$ cat config.mk
export PLATFORM = sky130hd
export DESIGN_NAME = flt2fix_seq_conv_flat
export DESIGN_NICKNAME = d
export VERILOG_FILES = /design/src/rtl/flt2fix_seq_conv_if.sv /design/src/rtl/flt2fix_seq_conv.sv /design/src/flat_wrapper.sv
export SDC_FILE = /design/constraint.sdc
export NUM_CORES = 1
export LEC_CHECK = 0
export ABC_AREA = 1
export CORE_ASPECT_RATIO = 1.1
export CORE_UTILIZATION = 56
export DETAILED_ROUTE_END_ITERATION = 16
export GPL_TIMING_DRIVEN = 0
export PLACE_DENSITY = 0.81
export SETUP_SLACK_MARGIN = 0.1
export SLEW_MARGIN = 20
export SYNTH_ARGS = -nofsm -noshare
export SYNTH_HDL_FRONTEND = slang
export SYNTH_SLANG_ARGS = --single-unit
$ cat constraint.sdc
create_clock -name clk_i -period 2.3 [get_ports clk_i]
set_input_delay 0.345 -clock clk_i [delete_from_list [all_inputs] [get_ports clk_i]]
set_output_delay 0.345 -clock clk_i [all_outputs]
set_load 0.005 [all_outputs]
$ cat src/rtl/flt2fix_seq_conv_if.sv
// Stream bundle for flt2fix_seq_conv: float operand in, signed fixed-point result and flags out.
interface flt2fix_seq_conv_if #(
   parameter int EW = 8,
   parameter int MW = 23,
   parameter int FW = 32
);
   logic            inValid;
   logic            inReady;
   logic [EW+MW:0]  floatIn;
   logic            outValid;
   logic            outReady;
   logic [FW-1:0]   fixedOut;
   logic            ovf;
   logic            udf;
   logic            inv;

   modport master (
      output inValid, floatIn, outReady,
      input  inReady, outValid, fixedOut, ovf, udf, inv
   );

   modport slave (
      input  inValid, floatIn, outReady,
      output inReady, outValid, fixedOut, ovf, udf, inv
   );
endinterface

$ cat src/rtl/flt2fix_seq_conv.sv
// Iterative float-to-signed-fixed converter: one alignment shift per cycle, then round, sign and saturate.
// Define FLT2FIX_ROUND_EN for round-to-nearest-even; otherwise the magnitude is truncated toward zero.
module flt2fix_seq_conv #(
   parameter int EW   = 8,
   parameter int MW   = 23,
   parameter int FW   = 32,
   parameter int FRAC = 16
) (
   input  logic               clk_i,
   input  logic               rst_ni,
   flt2fix_seq_conv_if.slave  bus
);
   localparam int DW   = EW + 2;
   localparam int MAGW = FW + 1;
   localparam int BIAS = (1 << (EW - 1)) - 1;
   localparam logic signed [DW-1:0] D_OFFS  = DW'(FRAC - MW - BIAS);
   localparam logic signed [DW-1:0] D_LMAX  = DW'(FW - 2 - MW);
   localparam logic signed [DW-1:0] D_RMIN  = DW'(-(MW + 2));
   localparam logic [MAGW-1:0]      HALF    = MAGW'(1) << (FW - 1);
   localparam logic [FW-1:0]        POS_MAX = {1'b0, {(FW-1){1'b1}}};
   localparam logic [FW-1:0]        NEG_MIN = {1'b1, {(FW-1){1'b0}}};

   typedef enum logic [2:0] {IDLE, ALIGN, ROUND, FINAL, DONE} state_t;

   state_t               state_q, state_d;
   logic                 armed_q;
   logic                 sign_q;
   logic                 shiftLeft_q;
   logic                 isNan_q;
   logic                 isSat_q;
   logic                 nonZero_q;
   logic [DW-1:0]        shiftCnt_q;
   logic [MAGW-1:0]      mag_q;
   logic [FW-1:0]        fixed_q;
   logic                 ovf_q;
   logic                 udf_q;
   logic                 inv_q;
`ifdef FLT2FIX_ROUND_EN
   logic                 guard_q;
   logic                 sticky_q;
`endif

   logic                 inReady;
   logic                 outValid;
   logic                 accept;

   logic                 signIn;
   logic [EW-1:0]        expIn;
   logic [MW-1:0]        manIn;
   logic signed [DW-1:0] dIn;
   logic                 expZero;
   logic                 expOnes;
   logic                 manNz;
   logic                 nanIn;
   logic                 satIn;
   logic                 tinyIn;
   logic                 noShift;
   logic [DW-1:0]        nIn;
   logic [MAGW-1:0]      magIn;

   logic [FW-1:0]        fixedD;
   logic                 ovfD;
   logic                 udfD;
   logic                 invD;

   // Operand decode: unbiased shift distance and the special cases that skip alignment entirely.
   assign signIn  = bus.floatIn[EW+MW];
   assign expIn   = bus.floatIn[EW+MW-1:MW];
   assign manIn   = bus.floatIn[MW-1:0];
   assign dIn     = $signed({2'b00, expIn}) + D_OFFS;
   assign expZero = (expIn == '0);
   assign expOnes = &expIn;
   assign manNz   = |manIn;
   assign nanIn   = expOnes & manNz;
   assign satIn   = (expOnes & ~manNz) | (~expOnes & ~expZero & (dIn > D_LMAX));
   assign tinyIn  = ~expOnes & ~expZero & (dIn < D_RMIN);
   assign noShift = expZero | expOnes | satIn | tinyIn;
   assign nIn     = noShift ? '0 : (dIn[DW-1] ? $unsigned(-dIn) : $unsigned(dIn));
   assign magIn   = noShift ? '0 : {{(MAGW-MW-1){1'b0}}, 1'b1, manIn};

   always_ff @(posedge clk_i or negedge rst_ni) begin
      if (!rst_ni) begin
         state_q <= IDLE;
      end else begin
         state_q <= state_d;
      end
   end

   always_comb begin
      state_d = state_q;
      case (state_q)
         IDLE:    if (accept) state_d = (nIn != '0) ? ALIGN : ROUND;
         ALIGN:   if (shiftCnt_q == DW'(1)) state_d = ROUND;
         ROUND:   state_d = FINAL;
         FINAL:   state_d = DONE;
         DONE:    if (bus.outReady) state_d = IDLE;
         default: state_d = IDLE;
      endcase
   end

   // armed_q keeps IN_READY low through reset and for the first edge after release.
   always_comb begin
      inReady  = armed_q && (state_q == IDLE);
      outValid = (state_q == DONE);
      accept   = bus.inValid && inReady;
   end

   assign bus.inReady  = inReady;
   assign bus.outValid = outValid;
   assign bus.fixedOut = fixed_q;
   assign bus.ovf      = ovf_q;
   assign bus.udf      = udf_q;
   assign bus.inv      = inv_q;

   // Sign application and saturation; exactly -2^(FW-1) stays representable.
   always_comb begin
      fixedD = '0;
      ovfD   = 1'b0;
      udfD   = 1'b0;
      invD   = 1'b0;
      if (isNan_q) begin
         invD = 1'b1;
      end else if (isSat_q || (!sign_q && (mag_q >= HALF)) || (sign_q && (mag_q > HALF))) begin
         ovfD   = 1'b1;
         fixedD = sign_q ? NEG_MIN : POS_MAX;
      end else begin
         fixedD = sign_q ? (FW'(0) - mag_q[FW-1:0]) : mag_q[FW-1:0];
         udfD   = nonZero_q && (mag_q == '0);
      end
   end

   always_ff @(posedge clk_i or negedge rst_ni) begin
      if (!rst_ni) begin
         armed_q     <= 1'b0;
         sign_q      <= 1'b0;
         shiftLeft_q <= 1'b0;
         isNan_q     <= 1'b0;
         isSat_q     <= 1'b0;
         nonZero_q   <= 1'b0;
         shiftCnt_q  <= '0;
         mag_q       <= '0;
         fixed_q     <= '0;
         ovf_q       <= 1'b0;
         udf_q       <= 1'b0;
         inv_q       <= 1'b0;
`ifdef FLT2FIX_ROUND_EN
         guard_q     <= 1'b0;
         sticky_q    <= 1'b0;
`endif
      end else begin
         armed_q <= 1'b1;
         case (state_q)
            IDLE: begin
               if (accept) begin
                  sign_q      <= signIn;
                  shiftLeft_q <= ~dIn[DW-1];
                  isNan_q     <= nanIn;
                  isSat_q     <= satIn;
                  nonZero_q   <= ~expZero | manNz;
                  shiftCnt_q  <= nIn;
                  mag_q       <= magIn;
`ifdef FLT2FIX_ROUND_EN
                  guard_q     <= 1'b0;
                  sticky_q    <= tinyIn;
`endif
               end
            end
            ALIGN: begin
               shiftCnt_q <= shiftCnt_q - DW'(1);
               if (shiftLeft_q) begin
                  mag_q <= mag_q << 1;
               end else begin
                  mag_q <= mag_q >> 1;
`ifdef FLT2FIX_ROUND_EN
                  guard_q  <= mag_q[0];
                  sticky_q <= sticky_q | guard_q;
`endif
               end
            end
            ROUND: begin
`ifdef FLT2FIX_ROUND_EN
               if (guard_q && (sticky_q || mag_q[0])) begin
                  mag_q <= mag_q + MAGW'(1);
               end
`endif
            end
            FINAL: begin
               fixed_q <= fixedD;
               ovf_q   <= ovfD;
               udf_q   <= udfD;
               inv_q   <= invD;
            end
            default: ;
         endcase
      end
   end
endmodule

$ cat src/flat_wrapper.sv
// flat-port wrapper written by rule: the top's interface ports become plain ports
module flt2fix_seq_conv_flat 
#(
   parameter int EW   = 8,
   parameter int MW   = 23,
   parameter int FW   = 32,
   parameter int FRAC = 16
)
  (clk_i, rst_ni, bus_inValid, bus_floatIn, bus_outReady, bus_inReady, bus_outValid, bus_fixedOut, bus_ovf, bus_udf, bus_inv);
  flt2fix_seq_conv_if #(.EW(EW), .MW(MW), .FW(FW)) bus_i ();
  input  logic clk_i;
  input  logic rst_ni;
  input wire logic [$bits(bus_i.inValid)-1:0] bus_inValid;
  input wire logic [$bits(bus_i.floatIn)-1:0] bus_floatIn;
  input wire logic [$bits(bus_i.outReady)-1:0] bus_outReady;
  output wire logic [$bits(bus_i.inReady)-1:0] bus_inReady;
  output wire logic [$bits(bus_i.outValid)-1:0] bus_outValid;
  output wire logic [$bits(bus_i.fixedOut)-1:0] bus_fixedOut;
  output wire logic [$bits(bus_i.ovf)-1:0] bus_ovf;
  output wire logic [$bits(bus_i.udf)-1:0] bus_udf;
  output wire logic [$bits(bus_i.inv)-1:0] bus_inv;
  assign bus_i.inValid = bus_inValid;
  assign bus_i.floatIn = bus_floatIn;
  assign bus_i.outReady = bus_outReady;
  assign bus_inReady = bus_i.inReady;
  assign bus_outValid = bus_i.outValid;
  assign bus_fixedOut = bus_i.fixedOut;
  assign bus_ovf = bus_i.ovf;
  assign bus_udf = bus_i.udf;
  assign bus_inv = bus_i.inv;
  flt2fix_seq_conv #(.EW(EW), .MW(MW), .FW(FW), .FRAC(FRAC)) u_core (.clk_i(clk_i), .rst_ni(rst_ni), .bus(bus_i));
endmodule
==> results_dict.tcl, run 1 <==
set metrics [dict create \
    intPower_mw 4.84 \
    cts_tree "yes" \
    ff_latch_area_mm2 0.00218 \
    place.gp.congestion 0.950 \
    synth_top_area_frac 0.390 \
    yosys-top-cells-count "196 x nand2_1, 93 x nor2_1, 87 x dfrtp_1" \
    finalCriticalPeriod_ps 2110 \
    synthCells 763 \
    synth_adder_area_share 0.0202 \
    rows 37 \
    p_sw_frac 0.456 \
    outcome "complete, no violations" \
    cap_violations 0 \
    first_pass_iters 5 \
    root_buffer "clkbuf_8" \
    grt_usage 0.307 \
    initial_core_util 0.585 \
    cp_top_family "simple AND/OR/NAND/NOR gates" \
    ant_nets 0 \
    critPathKind "reg -> reg" \
    p_leak_nw 3.22 \
    setup_ws_ps 193 \
    setup-violations-final 0 \
    critPathSlowestCell "dfrtp_1" \
    diodes 0 \
    insertion_delay_ps 370 \
    drc 0 \
    synth_top_flop_cell "dfrtp_1" \
    synth_xor_area_frac 0.0408 \
    yosysTopAreaCell "dfrtp_1" \
    crit_buf_inv 2 \
    hold_path_class "in -> async" \
    fill_cells 808 \
    worstMarginPinSlew_ps 505 \
    dp_slack_ps -419 \
    setup_tns_ps 0 \
    area.growth.synth_to_final_pct 21.7 \
    synthSimpleGateAreaFrac 0.300 \
    synth_edf_count 0 \
    cts_buffer_depth 2 \
    fin_worst_skew_ps 10.8 \
    relSlewSlack 0.661 \
    grt_max_degree 57 \
    ir_worst_vdd_uv 689 \
    p_seq_frac 0.309 \
    synth_top_family_by_area "simple AND/OR/NAND/NOR gates" \
    hpwl_um 11900 \
    combPwrFrac 0.554 \
    synth_nets 808 \
    slew_violations 0 \
    switching_power_mw 4.06 \
    cp_cell_sequence "inv_2 > ha_4 > nand4_4 > nor2_4 > nand2_1 > nor2_1 > nand2_1 > nand3_2 > nand2_4 > buf_2 > nor2_1 > o21ai_0" \
    via_per_inst 5.65 \
    totalWireLength_um 15200 \
    holdWs_ps 475 \
    cts_buffers 9 \
    hold_viol 0 \
    synth.distinct_cells 42 \
    vias 5487 \
    grt.overflow.total 0 \
    slowest_delay_ps 410 \
    nets 894 \
    htreeDepth 3 \
    synth.most_common_cell "nand2_1" \
    synthArstFlopShare 1.00 \
    dr.first_iter.drc_count 457 \
    die_area_mm2 0.0104 \
    cts.reportedPaths.clkPinSlew_ps 80 \
    path_max_fanout 10 \
    antenna_found_initial 0 \
    cp.required_ps 2520 \
    syn_area_per_cell_um2 7.31 \
    cp-end-kind "flop" \
    ff2ff_setup_slack_ps 190 \
    start_kind "flop" \
    coreArea_mm2 0.00954 \
    rsz0062_at_grt "false" \
    syn_area_mm2 0.00558 \
    final_core_util 0.712 \
    numPortBuffers 72 \
    ys.warnings.count 0 \
    synth-compound-area-share 0.161 \
    die_x_um 97.2 \
    muxShareOfSynthArea 0 \
    max_freq_mhz 475 \
    grt_pass1_wl_um 25400 \
    wl_per_cell_um 15.7 \
    seq_area_frac_synth 0.390 \
    cp_data_arrival_time_ps 2330 \
    grt_pass1_vias 5331 \
    power_density_mw_per_mm2 1310 \
    p_clk_frac 0.137 \
    synth_seq_cells 87 \
    fin_crit_sh 0.916 \
    drive_above_1_share 0.104 \
    multi_input_area_mm2 0.00298 \
    yosys-top-cells-area "dfrtp_1 39%, nand2_1 13%, nor2_1 6.3%" \
    cts.sinks 87 \
    die_y_um 107 \
    io_pins 73 \
    report.power.total_mw 8.90 \
]
area by class of cell:
| class | instances | share of cell area |
|---|---|---|
| Multi-Input combinational cell | 560 | 0.439 |
| Sequential cell | 87 | 0.321 |
| Timing Repair Buffer | 75 | 0.113 |
| Inverter | 87 | 0.0481 |
| Buffer | 29 | 0.0245 |
| Clock buffer | 13 | 0.0234 |
| Tap cell | 117 | 0.0216 |
| Clock inverter | 3 | 0.00958 |
metrics by stage:
| stage | cells | area [um2] |
|---|---|---|
| 6_report | 971 | 6790 |
| 5_1_grt | 971 | 6790 |
| 4_1_cts | 970 | 6710 |
| 3_5_place_dp | 953 | 6470 |
| 3_3_place_gp | 952 | 6440 |
| 2_1_floorplan | 763 | 5580 |
placed cells by master (no fill, tap or decap), types with 3 or more instances in the layout:
cell and count:
nand3_2 3, nand4_1 11, nor2_2 4, buf_6 5, buf_2 11, buf_4 3, nor3_1 11, o221ai_1 5
nor2_4 5, clkbuf_1 10, a21oi_1 15, xnor2_1 6, clkbuf_8 11, xor2_1 20, a31oi_1 3, nor2_1 90
inv_2 12, dfrtp_1 86, clkdlybuf4s50_1 69, nand2_2 6, nand3_1 53, ha_1 7, o211ai_2 10, nand2_1 196
o21ai_0 39, a22oi_1 27, o211ai_1 14, o21ai_1 15, inv_1 73
worst reg2reg max path: stages, from the launching register on:
cell,delay [ps]
dfrtp_1,410
inv_2,130
ha_4,180
nand4_4,130
nor2_4,170
nand2_1,100
nor2_1,110
nand2_1,60
nand3_2,80
nand2_4,80
buf_2,200
nor2_1,150
o21ai_0,170
worst paths after layout:
kind,from,endpoint,cells past startpoint
min in group clk_i,bus_floatIn[25],u_core.isNan_q$_DFFE_PN0P_,5
worst max register to register,u_core.mag_q[1]$_DFFE_PN0P_,u_core.bus.fixedOut[4]$_DFFE_PN0P_,12
worst min register to register,u_core.bus.fixedOut[18]$_DFFE_PN0P_,u_core.bus.fixedOut[18]$_DFFE_PN0P_,2
worst max-delay path,u_core.mag_q[1]$_DFFE_PN0P_,u_core.bus.fixedOut[4]$_DFFE_PN0P_,12
worst min-delay path,rst_ni,u_core.bus.fixedOut[9]$_DFFE_PN0P_,2
max in group asynchronous,rst_ni,u_core.mag_q[28]$_DFFE_PN0P_,3
registers in the layout (all words and copies together), names as in the netlist:
name	flops
u_core.mag_q	33
u_core.bus.fixedOut	32
u_core.shiftCnt_q	10
u_core.state_q	3
u_core.armed_q	1
u_core.bus.inv	1
u_core.bus.ovf	1
u_core.bus.udf	1
u_core.isNan_q	1
u_core.isSat_q	1
u_core.nonZero_q	1
u_core.shiftLeft_q	1
u_core.sign_q	1
logic make-up (layout without fill, tap and decap cells):
logic type,count (synthesis),in the layout
other,1,1
and+or+nand+nor,389,389
buffers and inverters,116,207
DFF,87,87
adders and majority gates,9,9
xor gates and xnor gates,26,26
AOI/OAI and AO/OA,135,135
per-layer routing:
layer,global-route usage,part of all wire
met1,0.370,0.42
met2,0.530,0.49
met3,0.0365,0.049
met4,0.182,0.049
met5,0,0
power groups by stage:
| stage | sequential (mW) | combinational, mW | clock, mW |
|---|---|---|---|
| final | 2.75 | 4.93 | 1.22 |
| after global routing | 2.83 | 5.53 | 1.29 |
| after CTS | 2.73 | 4.80 | 1.23 |
| after detailed placement | 2.76 | 4.76 | 0 |
| after global placement | 2.72 | 4.65 | 0 |
| after floorplan | 2.64 | 3.19 | 0 |
timing repair:
| item | in CTS | in global routing |
|---|---|---|
| endpoints found under the hold margin | 31 | 0 |
| endpoints found under the setup margin | 44 | 58 |
| setup buffers | 0 | 1 |
| gates resized for setup | 5 | 18 |
| pin swaps | 0 | 2 |
| hold buffers | 1 | 0 |
Power figures use the tool's default switching activity.
==> run 2, diff against run 1 <==
--- a/config.mk
+++ b/config.mk
@@ -6,10 +6,10 @@
 export NUM_CORES = 1
 export LEC_CHECK = 0
 export ABC_AREA = 1
-export CORE_ASPECT_RATIO = 1.1
 export CORE_UTILIZATION = 56
 export DETAILED_ROUTE_END_ITERATION = 16
 export GPL_TIMING_DRIVEN = 0
+export HOLD_SLACK_MARGIN = 0.02
 export PLACE_DENSITY = 0.81
 export SETUP_SLACK_MARGIN = 0.1
 export SLEW_MARGIN = 20
==> run 2 against run 1 <==
Clock power down 11%. Critical path depth up 2. Hold slack worse by 31 ps. Combinational power about the same. Worst setup slack worse by 40 ps. Clock-buffer cell count down 2.
==> results_dict.tcl, run 2 (synthesized netlist as in run 1, its figures left out) <==
set metrics [dict create \
    final_common_cell "nand2_1" \
    crit_start "u_core.mag_q[0]$_DFFE_PN0P_" \
    ant_nets 0 \
    ff2ff_setup_slack_ps 150 \
    vias 5448 \
    setup_tns_ps 0 \
    switching_power_mw 4.10 \
    hpwl_um 11900 \
    cp_cell_sequence "inv_1 > ha_4 > nand4_4 > nor2_4 > nand2_1 > nor2_1 > nand2_1 > nand3_2 > nand2_4 > inv_2 > buf_4 > nand3_1 > nand2_1 > nand2_1" \
    cp_data_arrival_time_ps 2410 \
    rr_startpoint "u_core.mag_q[0]$_DFFE_PN0P_" \
    grt.overflow.total 0 \
    area.growth.synth_to_final_pct 21.7 \
    largest_reg_flops 33 \
    p_clk_frac 0.124 \
    die_area_mm2 0.0104 \
    holdWs_ps 444 \
    outcome "complete, no violations" \
    cp-end-kind "flop" \
    path_max_fanout 10 \
    cts.reportedPaths.clkPinSlew_ps 90 \
    antenna_found_initial 0 \
    die_y_um 102 \
    ir_worst_vdd_uv 656 \
    slowest_delay_ps 460 \
    worstMarginPinSlew_ps 615 \
    hold_path_class "in -> async" \
    root_buffer "clkbuf_8" \
    hold_viol 0 \
    r2r_cells 14 \
    layout_common_cells "196 x nand2_1, 91 x nor2_1, 85 x dfrtp_1, 74 x inv_1, 69 x clkdlybuf4s50_1" \
    intPower_mw 4.72 \
    report.power.total_mw 8.82 \
    grt_usage 0.307 \
    via_per_inst 5.51 \
    start_kind "flop" \
    finalCriticalPeriod_ps 2150 \
    first_pass_iters 5 \
    initial_core_util 0.573 \
    slew_violations 0 \
    coreArea_mm2 0.00973 \
    cts_buffer_depth 2 \
    diodes 0 \
    fin_worst_skew_ps 13.5 \
    grt_pass1_vias 5090 \
    cp.required_ps 2560 \
    combPwrFrac 0.562 \
    grt_pass1_wl_um 24300 \
    nets 896 \
    cap_violations 0 \
    htreeDepth 3 \
    worst_path_most_repeated_cell "nand2_1" \
    crit_buf_inv 3 \
    p_seq_frac 0.314 \
    rsz0062_at_grt "true" \
    relSlewSlack 0.590 \
    critPathKind "reg -> reg" \
    fin_crit_sh 0.933 \
    drive_above_1_share 0.105 \
    insertion_delay_ps 370 \
    worst_r2r_endpoint "u_core.bus.fixedOut[24]$_DFFE_PN0P_" \
    place.gp.congestion 0.980 \
    rows 36 \
    crit_path_end "u_core.bus.fixedOut[24]$_DFFE_PN0P_" \
    cts_buffers 9 \
    max_freq_mhz 466 \
    max_flop_register "u_core.mag_q" \
    cp.depth 14 \
    cts.sinks 87 \
    io_pins 73 \
    die_x_um 102 \
    setup-violations-final 0 \
    p_sw_frac 0.465 \
    power_density_mw_per_mm2 1300 \
    dr.first_iter.drc_count 410 \
    cp_top_family "simple AND/OR/NAND/NOR gates" \
    critPathSlowestCell "dfrtp_2" \
    totalWireLength_um 15300 \
    drc 0 \
    p_leak_nw 3.22 \
    numPortBuffers 72 \
    cts_tree "yes" \
    wl_per_cell_um 15.5 \
    grt_max_degree 57 \
]
run 2: worst min path at each step:
stage | from | end | slack (ps) | cells past startpoint
detailed placement | rst_ni | u_core.bus.fixedOut[6]$_DFFE_PN0P_ | 300 | 1
CTS | rst_ni | u_core.bus.fixedOut[6]$_DFFE_PN0P_ | 460 | 2
finish | rst_ni | u_core.bus.fixedOut[6]$_DFFE_PN0P_ | 440 | 2
global placement | u_core.bus.fixedOut[28]$_DFFE_PN0P_ | u_core.bus.fixedOut[28]$_DFFE_PN0P_ | 460 | 2
global route | rst_ni | u_core.bus.fixedOut[6]$_DFFE_PN0P_ | 490 | 2
floorplan | rst_ni | u_core.armed_q$_DFF_PN0_ | 50 | 0
run 2: power groups by stage:
stage	Clock [mW]	Sequential (mW)	Combinational, mW
after floorplan	0	2.64	3.19
after global placement	0	2.72	4.67
after detailed placement	0	2.76	4.77
after CTS	1.09	2.73	4.81
after global routing	1.16	2.84	5.58
final	1.09	2.77	4.96
run 2: repair_timing:
item                                    in CTS  in global routing
pin swaps                                    0                  2
buffers inserted                             0                  3
gates resized for setup                      5                 15
endpoints found under the setup margin      34                 68
cloned                                       0                  0
hold endpoints to repair                    31                  0
hold buffers                                 1                  0
run 2: final cells by class:
type                    instances  area [um2]
multi-input cells             560        2980
fillers                       864        2940
flip-flops and latches         87        2180
repair buffers                 77         779
inverters                      87         327
well taps                     133         166
plain buffers                  29         163
clock buffers                  11         141
clock inverters                 5        56.3
run 2: per-layer routing:
| metal | part of all wire | vias to the layer above | track usage |
|---|---|---|---|
| li1 | - | 2687 | - |
| met1 | 0.42 | 2534 | 0.385 |
| met2 | 0.48 | 188 | 0.522 |
| met3 | 0.058 | 39 | 0.0407 |
| met4 | 0.039 | 0 | 0.149 |
| met5 | 0 | - | 0 |
run 2: stage by stage:
step / setup slack [ps] / utilization / area (um2) / std cells
after floorplan: 481 / - / 5580 / 763
after global placement: -2140 / 0.664 / 6460 / 968
after detailed placement: -463 / 0.667 / 6490 / 969
after CTS: 110 / 0.690 / 6710 / 986
after global routing: 57.9 / 0.698 / 6790 / 989
final: 154 / 0.698 / 6790 / 989
==> run 3, diff against run 2 <==
--- a/config.mk
+++ b/config.mk
@@ -8,7 +8,7 @@
 export ABC_AREA = 1
 export CORE_UTILIZATION = 56
 export DETAILED_ROUTE_END_ITERATION = 16
-export GPL_TIMING_DRIVEN = 0
+export GPL_ROUTABILITY_DRIVEN = 0
 export HOLD_SLACK_MARGIN = 0.02
 export PLACE_DENSITY = 0.81
 export SETUP_SLACK_MARGIN = 0.1
@@ -16,3 +16,4 @@
 export SYNTH_ARGS = -nofsm -noshare
 export SYNTH_HDL_FRONTEND = slang
 export SYNTH_SLANG_ARGS = --single-unit
+export TNS_END_PERCENT = 50
==> run 3 against run 2 <==
Fmax fell by 1.8%. Non-clock buffer count grew 7. Cell area up 2.1%. Register-to-register slack better by 80 ps. Die area unchanged. Via count rose by 4.0%. Combinational power shrank 2%. Global-route usage shrank 0.21 points. Power grew 0.84%. Hold slack improved by 42 ps.
==> results_dict.tcl, run 3 (synthesized netlist as in run 1, its figures left out) <==
set metrics [dict create \
    drive_above_1_share 0.122 \
    insertion_delay_ps 360 \
    cts_tree "yes" \
    hold_path_class "reg -> reg" \
    first_pass_iters 6 \
    finalCriticalPeriod_ps 2190 \
    intPower_mw 4.84 \
    die_y_um 102 \
    grt.overflow.total 0 \
    grt_max_degree 39 \
    cp_data_arrival_time_ps 2430 \
    grt_pass1_wl_um 24600 \
    numPortBuffers 72 \
    start_kind "input port" \
    fin_crit_sh 0.950 \
    die_area_mm2 0.0104 \
    p_clk_frac 0.136 \
    max_flop_register "u_core.mag_q" \
    vias 5667 \
    wl_per_cell_um 15.1 \
    cts.sinks 87 \
    cts_buffer_depth 2 \
    hold_viol 0 \
    cts_buffers 9 \
    dp_slack_ps -201 \
    setup-violations-final 0 \
    via_per_inst 5.68 \
    diodes 0 \
    rsz0062_at_grt "true" \
    p_leak_nw 3.30 \
    final_common_cell "nand2_1" \
    layout_common_cells "196 x nand2_1, 91 x nor2_1, 87 x dfrtp_1, 75 x inv_1, 71 x clkdlybuf4s50_1" \
    outcome "complete, no violations" \
    initial_core_util 0.573 \
    antenna_found_initial 0 \
    max_freq_mhz 458 \
    setup_ws_ps 114 \
    drc 0 \
    io_pins 73 \
    hpwl_um 11300 \
    switching_power_mw 4.05 \
    critPathSlowestCell "clkdlybuf4s50_1" \
    path_max_fanout 7 \
    totalWireLength_um 15100 \
    die_x_um 102 \
    rows 36 \
    combPwrFrac 0.549 \
    slew_violations 0 \
    cp_cell_sequence "clkdlybuf4s50_1 > nor2_1 > nand3_1 > nor2_1 > nand3_1 > nor2_1 > inv_1 > nand2_2 > nor2_4 > buf_4 > nand2_2 > nand3_1 > nand2_1 > nand2_1" \
    fin_worst_skew_ps 12.7 \
    relSlewSlack 0.649 \
    cp-end-kind "flop" \
    critPathKind "in -> reg" \
    power_density_mw_per_mm2 1280 \
    cap_violations 0 \
    p_seq_frac 0.315 \
    dr.first_iter.drc_count 463 \
    holdWs_ps 486 \
    largest_reg_flops 33 \
    cts.reportedPaths.clkPinSlew_ps 90 \
    slowest_delay_ps 480 \
    setup_tns_ps 0 \
    nets 904 \
    coreArea_mm2 0.00973 \
    p_sw_frac 0.456 \
    grt_pass1_vias 5325 \
    cp.required_ps 2550 \
    worstMarginPinSlew_ps 527 \
    area.growth.synth_to_final_pct 24.3 \
    grt_usage 0.305 \
    root_buffer "clkbuf_8" \
    ir_worst_vdd_uv 659 \
    ant_nets 0 \
    htreeDepth 3 \
]
## run 3: changes by cell type in the layout (fill, tap and decap cells not counted), sizes merged
| cell | change |
|---|---|
| inv | -1 |
| buf | +17 |
| clkbuf | -10 |
| dlygate4sd2 | -1 |
| clkdlybuf4s50 | +2 |
| a21oi | +1 |
| bufinv | +1 |
| dlymetal6s2s | -1 |
## run 3: cell type report
cell class / instances / area (um2)
Clock inverter: 5 / 81.3
Fill cell: 808 / 2790
Tap cell: 133 / 166
Sequential cell: 87 / 2180
Multi-Input combinational cell: 561 / 2950
Timing Repair Buffer: 113 / 1090
Clock buffer: 11 / 141
Inverter: 87 / 332
## run 3: routing by layer
metal | vias up | track usage | share of wire
met3 | 48 | 0.0449 | 0.070
met2 | 266 | 0.523 | 0.48
met5 | - | 0 | 0
li1 | 2703 | - | -
met4 | 0 | 0.145 | 0.036
met1 | 2650 | 0.377 | 0.41
## run 3: what timing repair did
item,4_1_cts,5_1_grt
setup endpoints to repair,0,32
hold endpoints to repair,36,0
hold buffers,1,0
resized for setup,0,12
buffers inserted,0,1
## run 3: critical path, delay by kind of cell
| kind | cells | cell delay [ps] |
|---|---|---|
| buffers and inverters | 3 | 710 |
| and+or+nand+nor | 11 | 1390 |
## run 3: stage by stage
stage               power, mW  cell area (um2)  instances   util
finish                   8.89             6940        997  0.713
global route             9.61             6940        997  0.713
CTS                      8.74             6880        995  0.707
detailed placement       7.49             6640        978  0.683
global placement         7.28             6640        978  0.683
floorplan                5.83             5580        763      -
## run 3: power groups by stage
stage                     Combinational, mW  Sequential (mW)  Clock [mW]
final                                  4.88             2.80        1.21
after global routing                   5.43             2.89        1.29
after CTS                              4.74             2.78        1.22
after detailed placement               4.68             2.81           0
after global placement                 4.51             2.76           0
after floorplan                        3.19             2.64           0
## run 3: path summary, 6_finish.rpt
path	start	to	slack (ps)	cells past startpoint
setup / recovery	bus_floatIn[19]	u_core.state_q[0]$_DFFE_PN0P_	110	14
hold / removal	u_core.bus.fixedOut[18]$_DFFE_PN0P_	u_core.bus.fixedOut[18]$_DFFE_PN0P_	490	2
setup reg to reg	u_core.mag_q[1]$_DFFE_PN0P_	u_core.bus.fixedOut[28]$_DFFE_PN0P_	230	13
hold reg to reg	u_core.bus.fixedOut[18]$_DFFE_PN0P_	u_core.bus.fixedOut[18]$_DFFE_PN0P_	490	2
max in group asynchronous	rst_ni	u_core.mag_q[0]$_DFFE_PN0P_	1110	3
min in group asynchronous	rst_ni	u_core.bus.fixedOut[4]$_DFFE_PN0P_	500	2
